[config.mk]
export PLATFORM = sky130hd
export DESIGN_NAME = id_ex_stage_flat
export DESIGN_NICKNAME = d
export VERILOG_FILES = /design/src/rtl/id_ex_stage_if.sv /design/src/rtl/id_ex_stage.sv /design/src/flat_wrapper.sv
export SDC_FILE = /design/constraint.sdc
export NUM_CORES = 1
export LEC_CHECK = 0
export ABC_AREA = 1
export BUFFER_PORTS_ARGS = -buffer_cell sky130_fd_sc_hd__buf_2
export CORE_MARGIN = 2
export CORE_UTILIZATION = 52
export DETAILED_ROUTE_END_ITERATION = 7
export GPL_ROUTABILITY_DRIVEN = 0
export HOLD_SLACK_MARGIN = 0.05
export PLACE_DENSITY = 0.92
export SLEW_MARGIN = 15
export SYNTH_ARGS = -nofsm -noshare
export SYNTH_HDL_FRONTEND = slang
export SYNTH_SLANG_ARGS = --single-unit
[constraint.sdc]
create_clock -name clk -period 2.41 [get_ports clk]
set_clock_uncertainty 0.05 [all_clocks]
set_input_delay 0.482 -clock clk [delete_from_list [all_inputs] [get_ports clk]]
set_output_delay 0.482 -clock clk [all_outputs]
set_load 0.005 [all_outputs]
[src/rtl/id_ex_stage_if.sv]
// Bundles the decode-side fields, forwarding taps and EX-stage operand outputs of id_ex_stage.
interface id_ex_stage_if;
  logic        stall;
  logic        flush;
  logic [5:0]  id_opcode;
  logic [5:0]  id_funct;
  logic [4:0]  id_rs;
  logic [4:0]  id_rt;
  logic [4:0]  id_rd;
  logic [4:0]  id_shamt;
  logic [15:0] id_imm;
  logic [31:0] id_rs_val;
  logic [31:0] id_rt_val;
  logic        exmem_reg_write;
  logic [4:0]  exmem_rd;
  logic [31:0] exmem_result;
  logic        memwb_reg_write;
  logic [4:0]  memwb_rd;
  logic [31:0] memwb_result;
  logic [31:0] alu_a;
  logic [31:0] alu_b;
  logic [3:0]  alu_op;
  logic [31:0] ex_store_data;
  logic [4:0]  ex_dest;
  logic        ex_reg_write;
  logic        ex_valid;
  logic        ex_illegal;

  modport master (
    output stall, flush, id_opcode, id_funct, id_rs, id_rt, id_rd, id_shamt, id_imm,
           id_rs_val, id_rt_val, exmem_reg_write, exmem_rd, exmem_result,
           memwb_reg_write, memwb_rd, memwb_result,
    input  alu_a, alu_b, alu_op, ex_store_data, ex_dest, ex_reg_write, ex_valid, ex_illegal
  );

  modport slave (
    input  stall, flush, id_opcode, id_funct, id_rs, id_rt, id_rd, id_shamt, id_imm,
           id_rs_val, id_rt_val, exmem_reg_write, exmem_rd, exmem_result,
           memwb_reg_write, memwb_rd, memwb_result,
    output alu_a, alu_b, alu_op, ex_store_data, ex_dest, ex_reg_write, ex_valid, ex_illegal
  );
endinterface

[src/rtl/id_ex_stage.sv]
// ID/EX pipeline register: decodes at latch time, then builds ALU operands with
// EX/MEM and MEM/WB forwarding applied combinationally in the EX stage.
module id_ex_stage (
  input  logic         clk,
  input  logic         rst,
  id_ex_stage_if.slave bus
);

  typedef enum logic [1:0] {ASelRs, ASelShamt, ASel16} a_sel_e;

  localparam logic [3:0] AluAdd  = 4'd0;
  localparam logic [3:0] AluSub  = 4'd1;
  localparam logic [3:0] AluAnd  = 4'd2;
  localparam logic [3:0] AluOr   = 4'd3;
  localparam logic [3:0] AluXor  = 4'd4;
  localparam logic [3:0] AluNor  = 4'd5;
  localparam logic [3:0] AluSll  = 4'd6;
  localparam logic [3:0] AluSrl  = 4'd7;
  localparam logic [3:0] AluSra  = 4'd8;
  localparam logic [3:0] AluSlt  = 4'd9;
  localparam logic [3:0] AluSltu = 4'd10;

  logic        valid_q, valid_d;
  logic        illegal_q, illegal_d;
  logic        reg_write_q, reg_write_d;
  logic [3:0]  alu_op_q, alu_op_d;
  logic [4:0]  dest_q, dest_d;
  logic [4:0]  rs_q, rs_d;
  logic [4:0]  rt_q, rt_d;
  logic [4:0]  shamt_q, shamt_d;
  logic [31:0] rs_val_q, rs_val_d;
  logic [31:0] rt_val_q, rt_val_d;
  logic [31:0] imm_q, imm_d;
  logic        b_imm_q, b_imm_d;
  a_sel_e      a_sel_q, a_sel_d;

  logic [31:0] imm_sext, imm_zext;
  logic [3:0]  dec_op;
  a_sel_e      dec_a_sel;
  logic        dec_b_imm;
  logic [31:0] dec_imm;
  logic [4:0]  dec_dest;
  logic        dec_reg_write;
  logic        dec_illegal;
  logic [31:0] rs_fwd, rt_fwd;

  // Decode of the instruction currently presented by ID.
  always_comb begin
    imm_sext      = {{16{bus.id_imm[15]}}, bus.id_imm};
    imm_zext      = {16'h0000, bus.id_imm};
    dec_op        = AluAdd;
    dec_a_sel     = ASelRs;
    dec_b_imm     = 1'b0;
    dec_imm       = imm_sext;
    dec_dest      = bus.id_rt;
    dec_reg_write = 1'b1;
    dec_illegal   = 1'b0;
    if (bus.id_opcode == 6'h00) begin
      dec_dest = bus.id_rd;
      case (bus.id_funct)
        6'h20, 6'h21: dec_op = AluAdd;
        6'h22, 6'h23: dec_op = AluSub;
        6'h24:        dec_op = AluAnd;
        6'h25:        dec_op = AluOr;
        6'h26:        dec_op = AluXor;
        6'h27:        dec_op = AluNor;
        6'h2A:        dec_op = AluSlt;
        6'h2B:        dec_op = AluSltu;
        6'h00: begin dec_op = AluSll; dec_a_sel = ASelShamt; end
        6'h02: begin dec_op = AluSrl; dec_a_sel = ASelShamt; end
        6'h03: begin dec_op = AluSra; dec_a_sel = ASelShamt; end
        6'h04:        dec_op = AluSll;
        6'h06:        dec_op = AluSrl;
        6'h07:        dec_op = AluSra;
        default: begin
          dec_reg_write = 1'b0;
          dec_illegal   = 1'b1;
        end
      endcase
    end else begin
      dec_b_imm = 1'b1;
      case (bus.id_opcode)
        6'h08, 6'h09, 6'h23: dec_op = AluAdd;
        6'h0A: dec_op = AluSlt;
        6'h0B: dec_op = AluSltu;
        6'h0C: begin dec_op = AluAnd; dec_imm = imm_zext; end
        6'h0D: begin dec_op = AluOr;  dec_imm = imm_zext; end
        6'h0E: begin dec_op = AluXor; dec_imm = imm_zext; end
        6'h2B: dec_reg_write = 1'b0;
        // lui is executed as imm << 16 on the shifter.
        6'h0F: begin dec_op = AluSll; dec_a_sel = ASel16; dec_imm = imm_zext; end
        default: begin
          dec_b_imm     = 1'b0;
          dec_reg_write = 1'b0;
          dec_illegal   = 1'b1;
        end
      endcase
    end
  end

  function automatic logic [31:0] fwd(logic [4:0] src, logic [31:0] val,
                                      logic ex_we, logic [4:0] ex_rd, logic [31:0] ex_res,
                                      logic wb_we, logic [4:0] wb_rd, logic [31:0] wb_res);
    if (ex_we && (ex_rd == src) && (src != 5'd0)) return ex_res;
    if (wb_we && (wb_rd == src) && (src != 5'd0)) return wb_res;
    return val;
  endfunction

  always_comb begin
    rs_fwd = fwd(rs_q, rs_val_q, bus.exmem_reg_write, bus.exmem_rd, bus.exmem_result,
                 bus.memwb_reg_write, bus.memwb_rd, bus.memwb_result);
    rt_fwd = fwd(rt_q, rt_val_q, bus.exmem_reg_write, bus.exmem_rd, bus.exmem_result,
                 bus.memwb_reg_write, bus.memwb_rd, bus.memwb_result);
  end

  always_comb begin
    valid_d     = valid_q;
    illegal_d   = illegal_q;
    reg_write_d = reg_write_q;
    alu_op_d    = alu_op_q;
    dest_d      = dest_q;
    rs_d        = rs_q;
    rt_d        = rt_q;
    shamt_d     = shamt_q;
    imm_d       = imm_q;
    b_imm_d     = b_imm_q;
    a_sel_d     = a_sel_q;
    // While stalled, capture forwarded values so a producer retiring now is not lost.
    rs_val_d    = rs_fwd;
    rt_val_d    = rt_fwd;
    if (bus.flush) begin
      valid_d     = 1'b0;
      illegal_d   = 1'b0;
      reg_write_d = 1'b0;
      alu_op_d    = AluAdd;
      dest_d      = 5'd0;
      rs_d        = 5'd0;
      rt_d        = 5'd0;
      shamt_d     = 5'd0;
      imm_d       = 32'd0;
      b_imm_d     = 1'b0;
      a_sel_d     = ASelRs;
      rs_val_d    = 32'd0;
      rt_val_d    = 32'd0;
    end else if (!bus.stall) begin
      valid_d     = 1'b1;
      illegal_d   = dec_illegal;
      reg_write_d = dec_reg_write;
      alu_op_d    = dec_op;
      dest_d      = dec_dest;
      rs_d        = bus.id_rs;
      rt_d        = bus.id_rt;
      shamt_d     = bus.id_shamt;
      imm_d       = dec_imm;
      b_imm_d     = dec_b_imm;
      a_sel_d     = dec_a_sel;
      rs_val_d    = bus.id_rs_val;
      rt_val_d    = bus.id_rt_val;
    end
  end

  always_ff @(posedge clk) begin
    if (rst) begin
      valid_q     <= 1'b0;
      illegal_q   <= 1'b0;
      reg_write_q <= 1'b0;
      alu_op_q    <= AluAdd;
      dest_q      <= 5'd0;
      rs_q        <= 5'd0;
      rt_q        <= 5'd0;
      shamt_q     <= 5'd0;
      imm_q       <= 32'd0;
      b_imm_q     <= 1'b0;
      a_sel_q     <= ASelRs;
      rs_val_q    <= 32'd0;
      rt_val_q    <= 32'd0;
    end else begin
      valid_q     <= valid_d;
      illegal_q   <= illegal_d;
      reg_write_q <= reg_write_d;
      alu_op_q    <= alu_op_d;
      dest_q      <= dest_d;
      rs_q        <= rs_d;
      rt_q        <= rt_d;
      shamt_q     <= shamt_d;
      imm_q       <= imm_d;
      b_imm_q     <= b_imm_d;
      a_sel_q     <= a_sel_d;
      rs_val_q    <= rs_val_d;
      rt_val_q    <= rt_val_d;
    end
  end

  always_comb begin
    case (a_sel_q)
      ASelShamt: bus.alu_a = {27'd0, shamt_q};
      ASel16:    bus.alu_a = 32'd16;
      default:   bus.alu_a = rs_fwd;
    endcase
    bus.alu_b         = b_imm_q ? imm_q : rt_fwd;
    bus.alu_op        = alu_op_q;
    bus.ex_store_data = rt_fwd;
    bus.ex_dest       = dest_q;
    bus.ex_reg_write  = reg_write_q;
    bus.ex_valid      = valid_q;
    bus.ex_illegal    = illegal_q;
  end

endmodule
[src/flat_wrapper.sv]
// flat-port wrapper written by rule: the top's interface ports become plain ports
module id_ex_stage_flat 
  (clk, rst, bus_stall, bus_flush, bus_id_opcode, bus_id_funct, bus_id_rs, bus_id_rt, bus_id_rd, bus_id_shamt, bus_id_imm, bus_id_rs_val, bus_id_rt_val, bus_exmem_reg_write, bus_exmem_rd, bus_exmem_result, bus_memwb_reg_write, bus_memwb_rd, bus_memwb_result, bus_alu_a, bus_alu_b, bus_alu_op, bus_ex_store_data, bus_ex_dest, bus_ex_reg_write, bus_ex_valid, bus_ex_illegal);
  id_ex_stage_if bus_i ();
  input  logic clk;
  input  logic rst;
  input wire logic [$bits(bus_i.stall)-1:0] bus_stall;
  input wire logic [$bits(bus_i.flush)-1:0] bus_flush;
  input wire logic [$bits(bus_i.id_opcode)-1:0] bus_id_opcode;
  input wire logic [$bits(bus_i.id_funct)-1:0] bus_id_funct;
  input wire logic [$bits(bus_i.id_rs)-1:0] bus_id_rs;
  input wire logic [$bits(bus_i.id_rt)-1:0] bus_id_rt;
  input wire logic [$bits(bus_i.id_rd)-1:0] bus_id_rd;
  input wire logic [$bits(bus_i.id_shamt)-1:0] bus_id_shamt;
  input wire logic [$bits(bus_i.id_imm)-1:0] bus_id_imm;
  input wire logic [$bits(bus_i.id_rs_val)-1:0] bus_id_rs_val;
  input wire logic [$bits(bus_i.id_rt_val)-1:0] bus_id_rt_val;
  input wire logic [$bits(bus_i.exmem_reg_write)-1:0] bus_exmem_reg_write;
  input wire logic [$bits(bus_i.exmem_rd)-1:0] bus_exmem_rd;
  input wire logic [$bits(bus_i.exmem_result)-1:0] bus_exmem_result;
  input wire logic [$bits(bus_i.memwb_reg_write)-1:0] bus_memwb_reg_write;
  input wire logic [$bits(bus_i.memwb_rd)-1:0] bus_memwb_rd;
  input wire logic [$bits(bus_i.memwb_result)-1:0] bus_memwb_result;
  output wire logic [$bits(bus_i.alu_a)-1:0] bus_alu_a;
  output wire logic [$bits(bus_i.alu_b)-1:0] bus_alu_b;
  output wire logic [$bits(bus_i.alu_op)-1:0] bus_alu_op;
  output wire logic [$bits(bus_i.ex_store_data)-1:0] bus_ex_store_data;
  output wire logic [$bits(bus_i.ex_dest)-1:0] bus_ex_dest;
  output wire logic [$bits(bus_i.ex_reg_write)-1:0] bus_ex_reg_write;
  output wire logic [$bits(bus_i.ex_valid)-1:0] bus_ex_valid;
  output wire logic [$bits(bus_i.ex_illegal)-1:0] bus_ex_illegal;
  assign bus_i.stall = bus_stall;
  assign bus_i.flush = bus_flush;
  assign bus_i.id_opcode = bus_id_opcode;
  assign bus_i.id_funct = bus_id_funct;
  assign bus_i.id_rs = bus_id_rs;
  assign bus_i.id_rt = bus_id_rt;
  assign bus_i.id_rd = bus_id_rd;
  assign bus_i.id_shamt = bus_id_shamt;
  assign bus_i.id_imm = bus_id_imm;
  assign bus_i.id_rs_val = bus_id_rs_val;
  assign bus_i.id_rt_val = bus_id_rt_val;
  assign bus_i.exmem_reg_write = bus_exmem_reg_write;
  assign bus_i.exmem_rd = bus_exmem_rd;
  assign bus_i.exmem_result = bus_exmem_result;
  assign bus_i.memwb_reg_write = bus_memwb_reg_write;
  assign bus_i.memwb_rd = bus_memwb_rd;
  assign bus_i.memwb_result = bus_memwb_result;
  assign bus_alu_a = bus_i.alu_a;
  assign bus_alu_b = bus_i.alu_b;
  assign bus_alu_op = bus_i.alu_op;
  assign bus_ex_store_data = bus_i.ex_store_data;
  assign bus_ex_dest = bus_i.ex_dest;
  assign bus_ex_reg_write = bus_i.ex_reg_write;
  assign bus_ex_valid = bus_i.ex_valid;
  assign bus_ex_illegal = bus_i.ex_illegal;
  id_ex_stage u_core (.clk(clk), .rst(rst), .bus(bus_i));
endmodule
Word level (Yosys, flattened, before mapping)
Index checks and enable logic that the tools add are counted.

storage, ports and cells
  bits in read-only memories = 0
  bits in latches = 0
  memory bits (writable) = 0
  memories kept = 0
  logic and storage cells = 101
  output and inout port bits = 108
  input bits = 192
  register bits = 126

operators by class
  bitwise logic cells = 0
  reductions and logical operators = 22
  $lt $le $gt $ge = 0
  $add $sub $neg = 0
  $mul = 0
  shifts and indexed selects = 0
  div/mod/pow operators = 0
  eq/ne operators = 31
  muxes and demuxes = 35

operator list
  kind                                                                    count
  32-bit 2-to-1 mux                                                       13
  6-bit equality test (second input constant)                             12
  32-bit one-hot mux with 2 select lines                                  1
  6-bit by 4-bit equality test with 1-bit output (second input constant)  8
  4-bit one-hot mux with 10 select lines                                  1
  4-bit one-hot mux with 6 select lines                                   1
  5-bit equality test                                                     4
  6-bit by 3-bit equality test with 1-bit output (second input constant)  3
  16-bit OR reduction                                                     1
  1-bit 2-to-1 mux                                                        15
  6-bit by 2-bit equality test with 1-bit output (second input constant)  2
  6-bit logical NOT                                                       2
  5-bit nonzero test                                                      2
  10-bit OR reduction                                                     1
  2-bit OR reduction                                                      5
  9-bit OR reduction                                                      1
  1-bit logical AND                                                       8
  5-bit 2-to-1 mux                                                        1
  2-bit 2-to-1 mux                                                        2
  4-bit 2-to-1 mux                                                        1
  4-bit OR reduction                                                      1
  3-bit OR reduction                                                      1
  2-bit by 1-bit equality test with 1-bit output (second input constant)  1
  2-bit equality test (second input constant)                             1

Depth between registers and ports, before layout
  word-level depth = 8
  depth in mapped cells = 13
  mapped depth without buffers = 12

Worst setup path after synthesis
OpenSTA, ideal clock, no wires.

  path type = input-to-output
  from = input bus_exmem_rd[2]
  to = output bus_alu_b[6]
  data required time = 1.878 ns
  path buffers = 1
  cell stages on the path = 9
  data arrival time = 1.416 ns
  slack = 0.462 ns
  path through = xnor2_1 nand3_1 nor2_2 nand2_2 buf_6 nand3_1 nand2_1 nand2_1 nand2_1

between the ends
  cells in the longest elaborated chain, start to end = 6

ends and longest elaborated chain
  what                             RTL line            source
  from (decl)                      flat_wrapper.sv:19  input wire logic [$bits(bus_i.exmem_rd)-1:0] bus_exmem_rd;
  5-bit equality test              id_ex_stage.sv:104  if (ex_we && (ex_rd == src) && (src != 5'd0)) return ex_res;
  1-bit logical AND (2 in series)  id_ex_stage.sv:104
  1-bit 2-to-1 mux                 id_ex_stage.sv:104
  32-bit 2-to-1 mux                id_ex_stage.sv:105  if (wb_we && (wb_rd == src) && (src != 5'd0)) return wb_res;
  net bus_ex_store_data[6]         flat_wrapper.sv:27  output wire logic [$bits(bus_i.ex_store_data)-1:0] bus_ex_store_data;
  32-bit 2-to-1 mux                id_ex_stage.sv:200  bus.alu_b = b_imm_q ? imm_q : rt_fwd;
  to (decl)                        flat_wrapper.sv:25  output wire logic [$bits(bus_i.alu_b)-1:0] bus_alu_b;

The timed path passes the listed nets, and every way through them passes these cells.

Final worst setup path
  from = register u_core.rt_q[0]
  to = output bus_alu_b[17]

between the ends
  cells in the longest elaborated chain, start to end = 8

ends and longest elaborated chain
  what                             RTL line            source
  from (decl)                      id_ex_stage.sv:29   logic [4:0] rt_q, rt_d;
  from (signal assigned)           id_ex_stage.sv:184  rt_q <= rt_d;
  5-bit equality test              id_ex_stage.sv:105
  1-bit logical AND (2 in series)  id_ex_stage.sv:105
  1-bit 2-to-1 mux (2 in series)   id_ex_stage.sv:105
  32-bit 2-to-1 mux                id_ex_stage.sv:106  return val;
  32-bit 2-to-1 mux (*)            id_ex_stage.sv:105
  32-bit 2-to-1 mux (*)            id_ex_stage.sv:200

Every way passes the cells marked *; elsewhere a longest branch is shown, timed or not. The select of a mux whose other input is x is not followed.

==> results.py <==
metrics = {
    "outcome": {
        "outcome": "complete, but fails checks",
        "failed_checks": "DRC, setup timing",
    },
    "grt": {
        "met3_track_usage_gr_pct": 6.80,
        "grt_antenna_before_repair": 3,
        "grt_pass1_vias": 9379,
        "grt_usage_pct": 36.2,
        "groute.layer.met1.usage_pct": 44.2,
        "gr-total-overflow": 0,
        "grt_use_met2_pct": 60.1,
        "grt_start_max_net_pins": 126,
        "globalRoute.busiestLayer": "met2",
        "grt_pass1_wl_um": 46100,
    },
    "clocking": {
        "cts_buffer_depth": 2,
        "cts_sinks": 111,
        "clock_insertion_delay_worst_skew_ps": 360,
        "cts_htree_levels": 3,
        "clockRootBuffer": "clkbuf_16",
        "cts.hold.buffers_added": 0,
        "cts.clk_slew.worst_paths_ps": 70,
        "cts_buf_count": 9,
        "tritoncts": "built",
    },
    "place": {
        "detailedPlacementHpwl_um": 20400,
        "detailedPlace.worstSlack_ps": -55.3,
        "placedCellCount": 1756,
        "place.port_buffers": 299,
    },
    "pwr": {
        "sequential_fraction_of_design_power_pct": 40.5,
        "cellLeakagePower_nw": 6.12,
        "power.switching_fraction_pct": 30.9,
        "internal-power_mw": 3.30,
        "max-vdd-ir-drop_v": 0.000437,
        "power.density_cell_area_nw_per_um2": 440,
        "pwr-share-comb_pct": 25.3,
        "net-switching-power_mw": 1.48,
        "p_clk_share_pct": 34.2,
    },
    "die": {
        "die_y_um": 125,
        "floorplan.core_area_um2": 14400,
        "num_rows": 44,
        "die-area_um2": 15600,
        "die_width_um": 125,
        "io_pins": 300,
        "initial_utilization_pct": 52.8,
    },
    "route": {
        "post-route-drc-count": 27,
        "average_via_count_per_standard_cell": 5.71,
        "route.vias.total": 10300,
        "detail_route.wirelength_um": 32000,
        "drtPass1Iterations": 8,
        "drt_iter0_drc": 1247,
        "ant_nets": 0,
        "routed_wire_length_per_instance_um": 17.7,
    },
    "setup_path": {
        "crit_type": "register to primary output",
        "rr_endpoint": "u_core.rs_val_q[27]$_SDFF_PP0_",
        "critical_path.max_fanout": 8,
        "crit_arrival_ps": 2120,
        "timing.critical_path.required_ps": 1880,
        "crit-reg2reg-launch": "u_core.rs_q[3]$_SDFFE_PP0N_",
        "timing.critical_path.from": "u_core.rt_q[0]$_SDFFE_PP0N_",
        "worst-r2r-setup-slack_ps": 500,
        "critical_path.endpoint_type": "primary output",
        "crit_path_start_kind": "register",
        "worst_reg2reg_path_depth": 11,
    },
    "cells_and_area": {
        "layout.core_utilization_pct": 75.3,
        "post_route_cells_drive_above_1_share_pct": 35.9,
        "finalNetCount": 1808,
        "fill_cell_count": 1014,
        "post_layout_nonfiller_instances": 1805,
        "area_growth_pct": 42.8,
    },
    "timing": {
        "max_freq_mhz": 377,
        "maxSlewViolCount": 0,
        "post-route-min-period_ps": 2650,
        "report.final.setup_viol": 95,
        "layout_worst_path_cycle_share_pct": 110,
        "rsz0062_at_grt": "yes",
        "hold_viol_final": 0,
        "final.setup.worst_slack_ps": -242,
        "tightestPinTransition_ps": 1040,
        "timing.slew.headroom_pct": 30.8,
    },
    "worst_hold_path": {
        "hold_path_origin": "bus_id_rd[3]",
        "hold_class": "input pin to register",
        "min_delay_worst_endpoint": "u_core.bus.ex_dest[3]$_SDFFE_PP0N_",
        "hold_depth": 3,
    },
    "logic_synthesis": {
        "syn-instance-count": 1319,
        "synth_nets": 1513,
        "mappedNetlistArea_um2": 7610,
        "ys_types": 31,
        "yosysWarnings": 0,
        "synth_seq_area_share_pct": 29.2,
        "synth_largest_area_cell": "dfxtp_1",
        "syn-mean-instance-area_um2": 5.77,
        "ys_top_cells_by_area": "dfxtp_1 29%, nand2_1 20%, nand3_1 15%, inv_1 9.5%, nor2_1 7.9%",
        "ys_seq_elements": 111,
        "area_share_of_the_leading_cell_type_in_the_synthesized_netlist_pct": 29.2,
    },
    "run": {
        "maxCapViolations": 0,
    },
}
==> stage by stage <==
step	power [mW]	setup TNS (ps)	hold WS (ps)	cell area (µm²)
global route	4.95	-17820	315	10900
floorplan	2.50	0	395	7610
finish	4.78	-11350	300	10900
CTS	4.63	-5120	296	10300
detailed placement	2.94	-194	408	9380
global placement	2.92	0	401	9380
==> sequential cells by signal, summed over array words and instances (netlist names) <==
signal / cells
u_core.rs_val_q: 32
u_core.imm_q: 17
u_core.a_sel_q: 2
u_core.bus.ex_reg_write: 1
u_core.bus.alu_op: 4
u_core.b_imm_q: 1
u_core.rs_q: 5
u_core.bus.ex_valid: 1
u_core.shamt_q: 5
u_core.rt_q: 5
u_core.rt_val_q: 32
u_core.bus.ex_illegal: 1
u_core.bus.ex_dest: 5
==> area by class of cell <==
type / instances / area, µm² / share of cell area [%]
diodes: 3 / 7.51 / 0.0691
clock buffers: 9 / 225 / 2.07
clock inverters: 6 / 86.3 / 0.794
inverters: 202 / 764 / 7.03
multi-input cells: 928 / 4920 / 45.2
flip-flops and latches: 111 / 2240 / 20.6
well taps: 184 / 230 / 2.12
repair buffers: 362 / 2400 / 22.1
==> worst max-delay path, stage by stage, from the launching register on <==
cell	delay [ps]
dfxtp_2	360
inv_2	70
nand2_1	80
nand3_1	130
nor2_4	220
buf_6	140
clkbuf_16	160
nand3_1	80
nand3_2	90
nand2_2	80
nand2_1	80
nand2_1	100
buf_2	170
==> cells in the final DEF (no fill, tap or decap), types with 14 or more instances in the layout <==
master / instances
nand2_1: 338
buf_2: 295
inv_1: 189
nand3_1: 168
nor2_1: 159
dfxtp_1: 101
nand3_2: 75
a21oi_1: 47
nand2_2: 46
buf_4: 26
a21oi_2: 21
buf_12: 17
nand2_4: 15
buf_6: 14
==> power groups by stage <==
stage	clock network [mW]	registers (mW)	logic (mW)
6_report	1.63	1.94	1.21
5_1_grt	1.71	1.94	1.30
4_1_cts	1.63	1.93	1.07
3_5_place_dp	0	1.97	0.970
3_3_place_gp	0	1.97	0.951
2_1_floorplan	0	1.97	0.532
==> worst max-delay path by stage <==
| stage | end |
|---|---|
| 6_report | bus_alu_b[17] |
| 5_1_grt | bus_alu_b[7] |
| 2_1_floorplan | bus_alu_b[6] |
| 3_5_place_dp | bus_alu_a[1] |
| 4_1_cts | bus_alu_a[29] |
| 3_3_place_gp | bus_alu_a[0] |
==> layer usage <==
layer | up-vias | part of all wire (%)
li1 | 4690 | -
met1 | 4623 | 36
met2 | 780 | 46
met3 | 207 | 11
met4 | 0 | 6.7
met5 | - | 0
==> repair_timing <==
item,in CTS,in global routing
endpoints found under the setup margin,76,96
cloned,4,4
gates resized for setup,102,106
pin swaps,30,28
buffers inserted,13,10
==> cells by family (layout without fill, tap and decap cells) <==
logic type | after synthesis | in the layout | share of synthesized area (%)
flip-flops | 111 | 111 | 29.2
other | 0 | 3 | 0
adder cells (fa/ha/maj) | 2 | 2 | 0.329
AND/OR/NAND/NOR | 828 | 828 | 47.9
AO/OA/AOI/OAI | 96 | 96 | 7.05
buffers and inverters | 280 | 579 | 15.3
XOR/XNOR | 2 | 2 | 0.230
==> synth_stat cells <==
| library cell | n |
|---|---|
| nor2_2 | 4 |
| o211a_1 | 1 |
| nand2_2 | 3 |
| nand2_4 | 1 |
| buf_4 | 3 |
| o211ai_1 | 3 |
| a31oi_1 | 2 |
| nor2_1 | 160 |
| dfxtp_1 | 111 |
| inv_1 | 193 |
| nor3_1 | 2 |
| nand2_1 | 396 |
| a211oi_1 | 10 |
| a22oi_1 | 3 |
| buf_1 | 8 |
| a21oi_2 | 1 |
| ha_1 | 2 |
| or2_1 | 2 |
| nor2_4 | 4 |
| buf_2 | 28 |
| buf_6 | 9 |
| clkbuf_1 | 30 |
| a21oi_1 | 69 |
| o31ai_1 | 2 |
| o21ai_0 | 5 |
| xnor2_1 | 2 |
| nand4_1 | 4 |
| inv_2 | 9 |
| nand3_1 | 222 |
| nand3_2 | 29 |
| nand3b_1 | 1 |
Power figures use the tool's default switching activity.
